[config.mk]
export PLATFORM = sky130hd
export DESIGN_NAME = pool_window_gen
export DESIGN_NICKNAME = d
export VERILOG_FILES = /design/src/rtl/pool_window_gen_pkg.sv /design/src/rtl/pool_line_buf.sv /design/src/rtl/pool_window_gen.sv
export SDC_FILE = /design/constraint.sdc
export NUM_CORES = 1
export LEC_CHECK = 0
export CORE_MARGIN = 3
export CORE_UTILIZATION = 54
export CTS_CLUSTER_DIAMETER = 120
export DETAILED_ROUTE_END_ITERATION = 8
export HOLD_SLACK_MARGIN = 0.03
export PLACE_DENSITY = 0.74
export SYNTH_ARGS = -nofsm -noshare
export SYNTH_HDL_FRONTEND = slang
export SYNTH_SLANG_ARGS = --single-unit
[constraint.sdc]
create_clock -name clk -period 4 [get_ports clk]
set_input_delay 1 -clock clk [delete_from_list [all_inputs] [get_ports clk]]
set_output_delay 1 -clock clk [all_outputs]
set_load 0.01 [all_outputs]
[src/rtl/pool_window_gen_pkg.sv]
// pool_window_gen_pkg: shared geometry defaults and sizing helpers for the pool window path.
// Pairs are packed {col c+1, col c}, so the low half is always the left pixel.
package pool_window_gen_pkg;
    localparam int DEF_DATA_W = 16;
    localparam int LENET_C1_W = 28;
    localparam int LENET_C1_H = 28;
    localparam int LENET_C3_W = 10;
    localparam int LENET_C3_H = 10;
    localparam int DEF_IMG_W  = LENET_C1_W;
    localparam int DEF_IMG_H  = LENET_C1_H;

    function automatic int pair_w(input int data_w);
        return 2 * data_w;
    endfunction

    function automatic int half_up(input int n);
        return (n + 1) / 2;
    endfunction

    function automatic int addr_w(input int depth);
        return (depth > 1) ? $clog2(depth) : 1;
    endfunction
endpackage

[src/rtl/pool_line_buf.sv]
// pool_line_buf: simple dual-port pair RAM holding one top row of packed pixel pairs.
// Synchronous write, registered read, no reset on storage or read data.
module pool_line_buf
    import pool_window_gen_pkg::*;
#(
    parameter int WIDTH = 32,
    parameter int DEPTH = 14,
    parameter int AW    = addr_w(DEPTH)
) (
    input  logic             i_clk,
    input  logic             i_we,
    input  logic [AW-1:0]    i_wr_addr,
    input  logic [WIDTH-1:0] i_wr_data,
    input  logic [AW-1:0]    i_rd_addr,
    output logic [WIDTH-1:0] o_rd_data
);
    logic [WIDTH-1:0] r_mem [DEPTH];
    logic [WIDTH-1:0] r_rd;

    always_ff @(posedge i_clk) begin
        if (i_we) r_mem[i_wr_addr] <= i_wr_data;
        r_rd <= r_mem[i_rd_addr];
    end

    assign o_rd_data = r_rd;
endmodule

[src/rtl/pool_window_gen.sv]
// pool_window_gen: turns a raster pixel stream into 2x2 windows (A = top pair, B = bottom pair)
// with a one-cycle max_en strobe for the max-pool unit.
module pool_window_gen
    import pool_window_gen_pkg::*;
#(
    parameter int DATA_W = DEF_DATA_W,
    parameter int IMG_W  = DEF_IMG_W,
    parameter int IMG_H  = DEF_IMG_H
) (
    input  logic                  clk,
    input  logic                  rst,
    input  logic                  start,
    input  logic [DATA_W-1:0]     in_pix,
    input  logic                  in_valid,
    output logic                  in_ready,
    output logic                  max_en,
    output logic [2*DATA_W-1:0]   A,
    output logic [2*DATA_W-1:0]   B,
    output logic                  busy,
    output logic                  frame_done
);
    localparam int PW    = pair_w(DATA_W);
    localparam int DEPTH = half_up(IMG_W);
    localparam int AW    = addr_w(DEPTH);
    localparam int CW    = $clog2(IMG_W);
    localparam int RW    = $clog2(IMG_H);

    logic [CW-1:0]     r_col;
    logic [RW-1:0]     r_row;
    logic [DATA_W-1:0] r_pend;
    logic              r_busy;
    logic              r_max_en;
    logic              r_done;
    logic [PW-1:0]     r_a;
    logic [PW-1:0]     r_b;
    logic              w_acc;
    logic              w_last_col;
    logic              w_last_row;
    logic              w_we;
    logic [AW-1:0]     w_addr;
    logic [PW-1:0]     w_pair;
    logic [PW-1:0]     w_rd_data;

    assign w_acc      = in_valid && r_busy;
    assign w_last_col = r_col == CW'(IMG_W - 1);
    assign w_last_row = r_row == RW'(IMG_H - 1);
    assign w_pair     = {in_pix, r_pend};
    // Read address follows col every cycle, so the top pair is ready by the odd column.
    assign w_addr     = AW'(r_col >> 1);
    assign w_we       = w_acc && r_col[0] && !r_row[0];

    pool_line_buf #(
        .WIDTH (PW),
        .DEPTH (DEPTH),
        .AW    (AW)
    ) u_line_buf (
        .i_clk     (clk),
        .i_we      (w_we),
        .i_wr_addr (w_addr),
        .i_wr_data (w_pair),
        .i_rd_addr (w_addr),
        .o_rd_data (w_rd_data)
    );

    always_ff @(posedge clk or posedge rst) begin
        if (rst) begin
            r_col    <= '0;
            r_row    <= '0;
            r_pend   <= '0;
            r_busy   <= 1'b0;
            r_max_en <= 1'b0;
            r_done   <= 1'b0;
            r_a      <= '0;
            r_b      <= '0;
        end else begin
            r_max_en <= 1'b0;
            r_done   <= 1'b0;
            if (start && !r_busy) begin
                r_col  <= '0;
                r_row  <= '0;
                r_busy <= 1'b1;
            end else if (w_acc) begin
                if (!r_col[0]) r_pend <= in_pix;
                if (r_col[0] && r_row[0]) begin
                    r_max_en <= 1'b1;
                    r_a      <= w_rd_data;
                    r_b      <= w_pair;
                end
                r_col <= w_last_col ? '0 : r_col + 1'b1;
                if (w_last_col) begin
                    r_row <= w_last_row ? '0 : r_row + 1'b1;
                    if (w_last_row) begin
                        r_busy <= 1'b0;
                        r_done <= 1'b1;
                    end
                end
            end
        end
    end

    assign in_ready   = r_busy;
    assign busy       = r_busy;
    assign max_en     = r_max_en;
    assign frame_done = r_done;
    assign A          = r_a;
    assign B          = r_b;
endmodule

# [Word level (Yosys, flattened, before mapping)]
# Memories as Yosys holds them, arrays and structs flattened. A register that Yosys moved wholly into a read port is not among the register bits.
# Cells that the tools add are included.
[word_totals] register_bits=93 mem_bits_rw=448 in_bits=20 memories=1
[classes] addsub=2 eq_ne=2 muxes=20 n_bitwise=2 n_reduce_logical=14
[memory_table] memory="u_line_buf.r_mem" words=14 word_bits=32 rd=1 rd_clocked_by_memory_dff=1 wr=1 line_no="pool_line_buf.sv:17" text="logic [WIDTH-1:0] r_mem [DEPTH];"
[ops] op="5-bit two-way mux" count=7
[ops] op="1-bit two-way mux" count=13
[ops] op="5-bit by 1-bit adder with 5-bit output, second input constant" count=2
[ops] op="5-bit == test, second input constant" count=2
[ops] op="3-bit AND reduction" count=3
[ops] op="2-bit nonzero test" count=3
[ops] op="1-bit logical AND" count=5
[ops] op="1-bit zero test" count=2
[ops] op="1-bit NOT" count=2
[ops] op="2-bit AND reduction" count=1

# [Logic depth before layout (Yosys ltp)]
[logic_depth] depth_word=5 mapped_depth=6 mapped_depth_nobuf=4

# [Modules after synthesis]
# A second synthesis with hierarchy kept.
[unflattened] hier_cells=1008 area_unflattened_um2=21494.4
[by_module_without_submodules] mod="pool_line_buf" n_inst=1 cells_each=767 area_per_inst_um2=17634.4 seq_area_each_um2=14093.5
[by_module_without_submodules] mod="pool_window_gen" n_inst=1 cells_each=241 area_per_inst_um2=3860.0 seq_area_each_um2=2327.2

# [Worst setup path after synthesis]
# No wires, ideal clock.
[synth_timing] kind="input -> register" from="in in_valid" to="mem u_line_buf.r_mem[0][0] (enable)" setup_ps=461 arrival_time_ps=3779 path_slack_ps=-240 cell_stages=3 path_buffers=0 path_cell_list="nand3_1 > or4_1 > nor3_1"
[synth_via] elab_chain_cells=5
[synth_rtl] element="from (decl)" line_no="pool_window_gen.sv:14" text="input logic in_valid,"
[synth_rtl] element="1-bit logical AND" line_no="pool_window_gen.sv:44" text="assign w_acc = in_valid && r_busy;"
[synth_rtl] element="1-bit logical AND (2 in series)" line_no="pool_window_gen.sv:50" text="assign w_we = w_acc && r_col[0] && !r_row[0];"
[synth_rtl] element="1-bit two-way mux" line_no="pool_line_buf.sv:21" text="if (i_we) r_mem[i_wr_addr] <= i_wr_data;"
[synth_rtl] element="1-bit two-way mux (not written as such)" line_no="pool_line_buf.sv:21"
[synth_rtl] element="to (decl)" line_no="pool_line_buf.sv:17"
# Every way passes these cells.

==> results.py <==
metrics = {
    "die": {
        "coreArea_sq_um": 38800,
        "fp-row-count": 72,
        "fp.dieW_microns": 205,
        "io_pins": 88,
        "die_area_sq_um": 42000,
        "dieHeight_microns": 205,
        "start_util_pct": 55.0,
    },
    "timing": {
        "min_period_over_period_pct": 72.7,
        "tightest_slew_ns": 0.963,
        "slew_violations": 0,
        "setup_viol": 0,
        "slew_headroom_pct": 35.6,
        "setup_tns_ns": 0,
        "finalHoldViolCount": 0,
        "fin_crit_ns": 2.91,
        "rsz0062_at_grt": "no",
        "fin_skew_ns": 0.0241,
        "max_freq_ghz": 0.344,
        "whs_ns": 0.461,
    },
    "min_path": {
        "hold_path_startpoint": "u_line_buf.o_rd_data[9]$_DFF_P_",
        "hp-class": "reg -> reg",
        "hold_path_depth": 1,
        "worstHoldEndpoint": "A[9]$_DFFE_PP0P_",
    },
    "yosys": {
        "synthArstFlopShare_pct": 16.2,
        "synthTopCellsByCount": "edfxtp_1 (448), mux2i_1 (193), o22ai_1 (94), dfrtp_1 (93), mux2_2 (80)",
        "ys_types": 41,
        "synth_seq_cells": 573,
        "synth_nets": 1182,
        "yosys_warnings": 0,
        "yosys.area.top_type": "edfxtp_1",
        "synth.most_common_cell": "edfxtp_1",
        "synth-main-ff-cell": "edfxtp_1",
        "syn_area_per_cell_sq_um": 18.4,
        "synth_cells": 1160,
        "netlist.area_leader.share_pct": 63.0,
        "synth.area.top_cells": "edfxtp_1 (63%), dfrtp_1 (11%), mux2i_1 (9.0%)",
        "synth-edff-count": 448,
        "yosysSeqAreaShare_pct": 76.8,
        "synth_area_sq_um": 21400,
    },
    "route": {
        "routed_via_density": 5.96,
        "postRouteAntennaNets": 0,
        "drcViolationCount": 0,
        "drtIter0Drc": 818,
        "routedWlPerCell_microns": 24.2,
        "met2_length_microns": 22000,
        "vias": 10912,
        "wl_met1_microns": 18200,
        "wirelength_microns": 44300,
        "route.met3.wl_microns": 2790,
        "routed.top_layer": "met4",
        "dr.pass1.iters": 6,
    },
    "setup_path": {
        "worstReg2RegEnd": "u_line_buf.o_rd_data[13]$_DFF_P_",
        "reg2reg_from": "r_col[4]$_DFFE_PP0P_",
        "reg2reg_slack_ns": 1.09,
        "arrival_ns": 3.34,
        "rr_worst_depth": 4,
        "path_class": "reg -> reg",
        "crit_path_end_kind": "register",
        "worst_setup_path_start_kind": "register",
        "critPathMaxFanout": 22,
        "cp.required_ns": 4.44,
    },
    "clocking": {
        "cts_resized": 0,
        "cts_tree": "yes",
        "cts_root_buf": "clkbuf_16",
        "clock_sinks": 573,
        "clk_pin_slew_ns": 0.06,
        "clk_latency_ns": 0.60,
        "cts_buffers": 54,
        "post_cts_hold_buffer_count": 0,
        "post_cts_buffers": 0,
        "clockBufferDepth": 3,
        "htreeDepth": 2,
    },
    "place": {
        "placedCellCount": 1728,
        "portBuffers": 87,
        "post-dp-hpwl_microns": 25900,
        "finalWeightedCongestion": 0.787,
    },
    "pwr": {
        "power_mw": 16.1,
        "max-vdd-ir-drop_mv": 0.579,
        "p_leak_nw": 8.87,
        "powerDensity_nw_per_um2": 653,
    },
    "layout": {
        "final_layout_size_suffix_gt1_share_pct": 16.5,
        "syn2layout_area_growth_pct": 15.4,
        "antenna_cells": 0,
        "instances_no_fill": 1830,
        "fin_nets": 1288,
    },
    "grt": {
        "track_usage_pct": 21.4,
        "grt_pass1_wl_microns": 67100,
        "grt_max_degree": 98,
        "grt_pass1_vias": 11204,
        "grt.overflow.total": 0,
        "antenna_found_initial": 1,
    },
    "job": {
        "cap_viol_max_count": 0,
    },
    "run_status": {
        "status": "completed",
    },
}
[worst max-delay path, cell delays in order (launching register included)]
cell and delay [ns]:
dfrtp_1 0.91, nand3b_1 0.79, buf_4 0.41, o22ai_1 0.15, or4_1 0.48
[kinds of logic (layout without fill, tap and decap cells)]
family	after synthesis	after routing	synth area share, %
and+or+nand+nor	98	98	2.94
DFF	573	573	76.8
adders and majority gates	2	2	0.117
buffers and inverters	73	225	2.33
AOI/OAI and AO/OA	141	141	4.52
muxes	273	273	13.3
[flip-flops by register name, indices dropped and copies added (netlist names)]
| name | cells |
|---|---|
| A | 32 |
| r_row | 5 |
| frame_done | 1 |
| r_pend | 16 |
| u_line_buf.r_mem | 448 |
| max_en | 1 |
| busy | 1 |
| r_col | 5 |
| B | 32 |
| u_line_buf.o_rd_data | 32 |
[where the power goes]
group	internal [mW]	switching [mW]	leakage, nW	total (mW)
clock	3.00	2.12	0.899	5.12
sequential	7.16	0.469	5.54	7.63
combinational	1.49	1.86	2.44	3.35
[worst max-delay path by stage]
| stage | startpoint | endpoint | slack (ns) | cells past startpoint |
|---|---|---|---|---|
| after floorplan | rst | A[0]$_DFFE_PP0P_ | 0.58 | 1 |
| after global placement | in_valid | u_line_buf.r_mem[0][7]$_DFFE_PP_ | 0.68 | 5 |
| after detailed placement | in_valid | u_line_buf.r_mem[0][18]$_DFFE_PP_ | 0.66 | 5 |
| after CTS | r_col[4]$_DFFE_PP0P_ | u_line_buf.o_rd_data[13]$_DFF_P_ | 1.11 | 4 |
| after global routing | r_col[3]$_DFFE_PP0P_ | u_line_buf.o_rd_data[30]$_DFF_P_ | 0.96 | 4 |
| final | r_col[4]$_DFFE_PP0P_ | u_line_buf.o_rd_data[13]$_DFF_P_ | 1.09 | 4 |
[final cells by class]
type	instances	area (sq um)
Tap cell	518	648
Multi-Input combinational cell	514	4580
Clock inverter	28	280
Fill cell	2588	14200
Clock buffer	74	1530
Inverter	5	21.3
Timing Repair Buffer	118	1180
Sequential cell	573	16400
[placed cells by master (no fill, tap or decap), types with 4 or more instances in the layout]
cell,count
buf_4,25
bufinv_16,5
dfrtp_1,92
clkbuf_8,8
dfxtp_1,32
edfxtp_1,448
o22ai_1,94
clkbuf_16,55
o21ai_0,4
mux2_2,80
nor3_4,4
a21oi_1,4
or4_1,33
inv_1,4
nand2_1,10
nand2b_1,4
buf_12,6
clkbuf_1,11
a22o_1,30
nor2_4,10
clkdlybuf4s50_1,87
clkinv_1,6
mux2i_1,193
clkinv_2,13
nand3b_1,5
nand3_1,6
[through the flow]
stage	area (sq um)	setup slack [ns]	util [%]
after detailed placement	22900	0.656	58.9
final	24700	1.09	63.5
after floorplan	21400	0.580	-
after CTS	24700	1.11	63.5
after global routing	24700	0.960	63.5
after global placement	22900	0.681	58.9
[layer usage]
metal	vias up	global-route usage, %
li1	4839	-
met1	5599	28.9
met2	403	35.8
met3	71	3.51
met4	0	7.30
met5	-	0
Note: power is estimated with default switching activity, not from simulation.
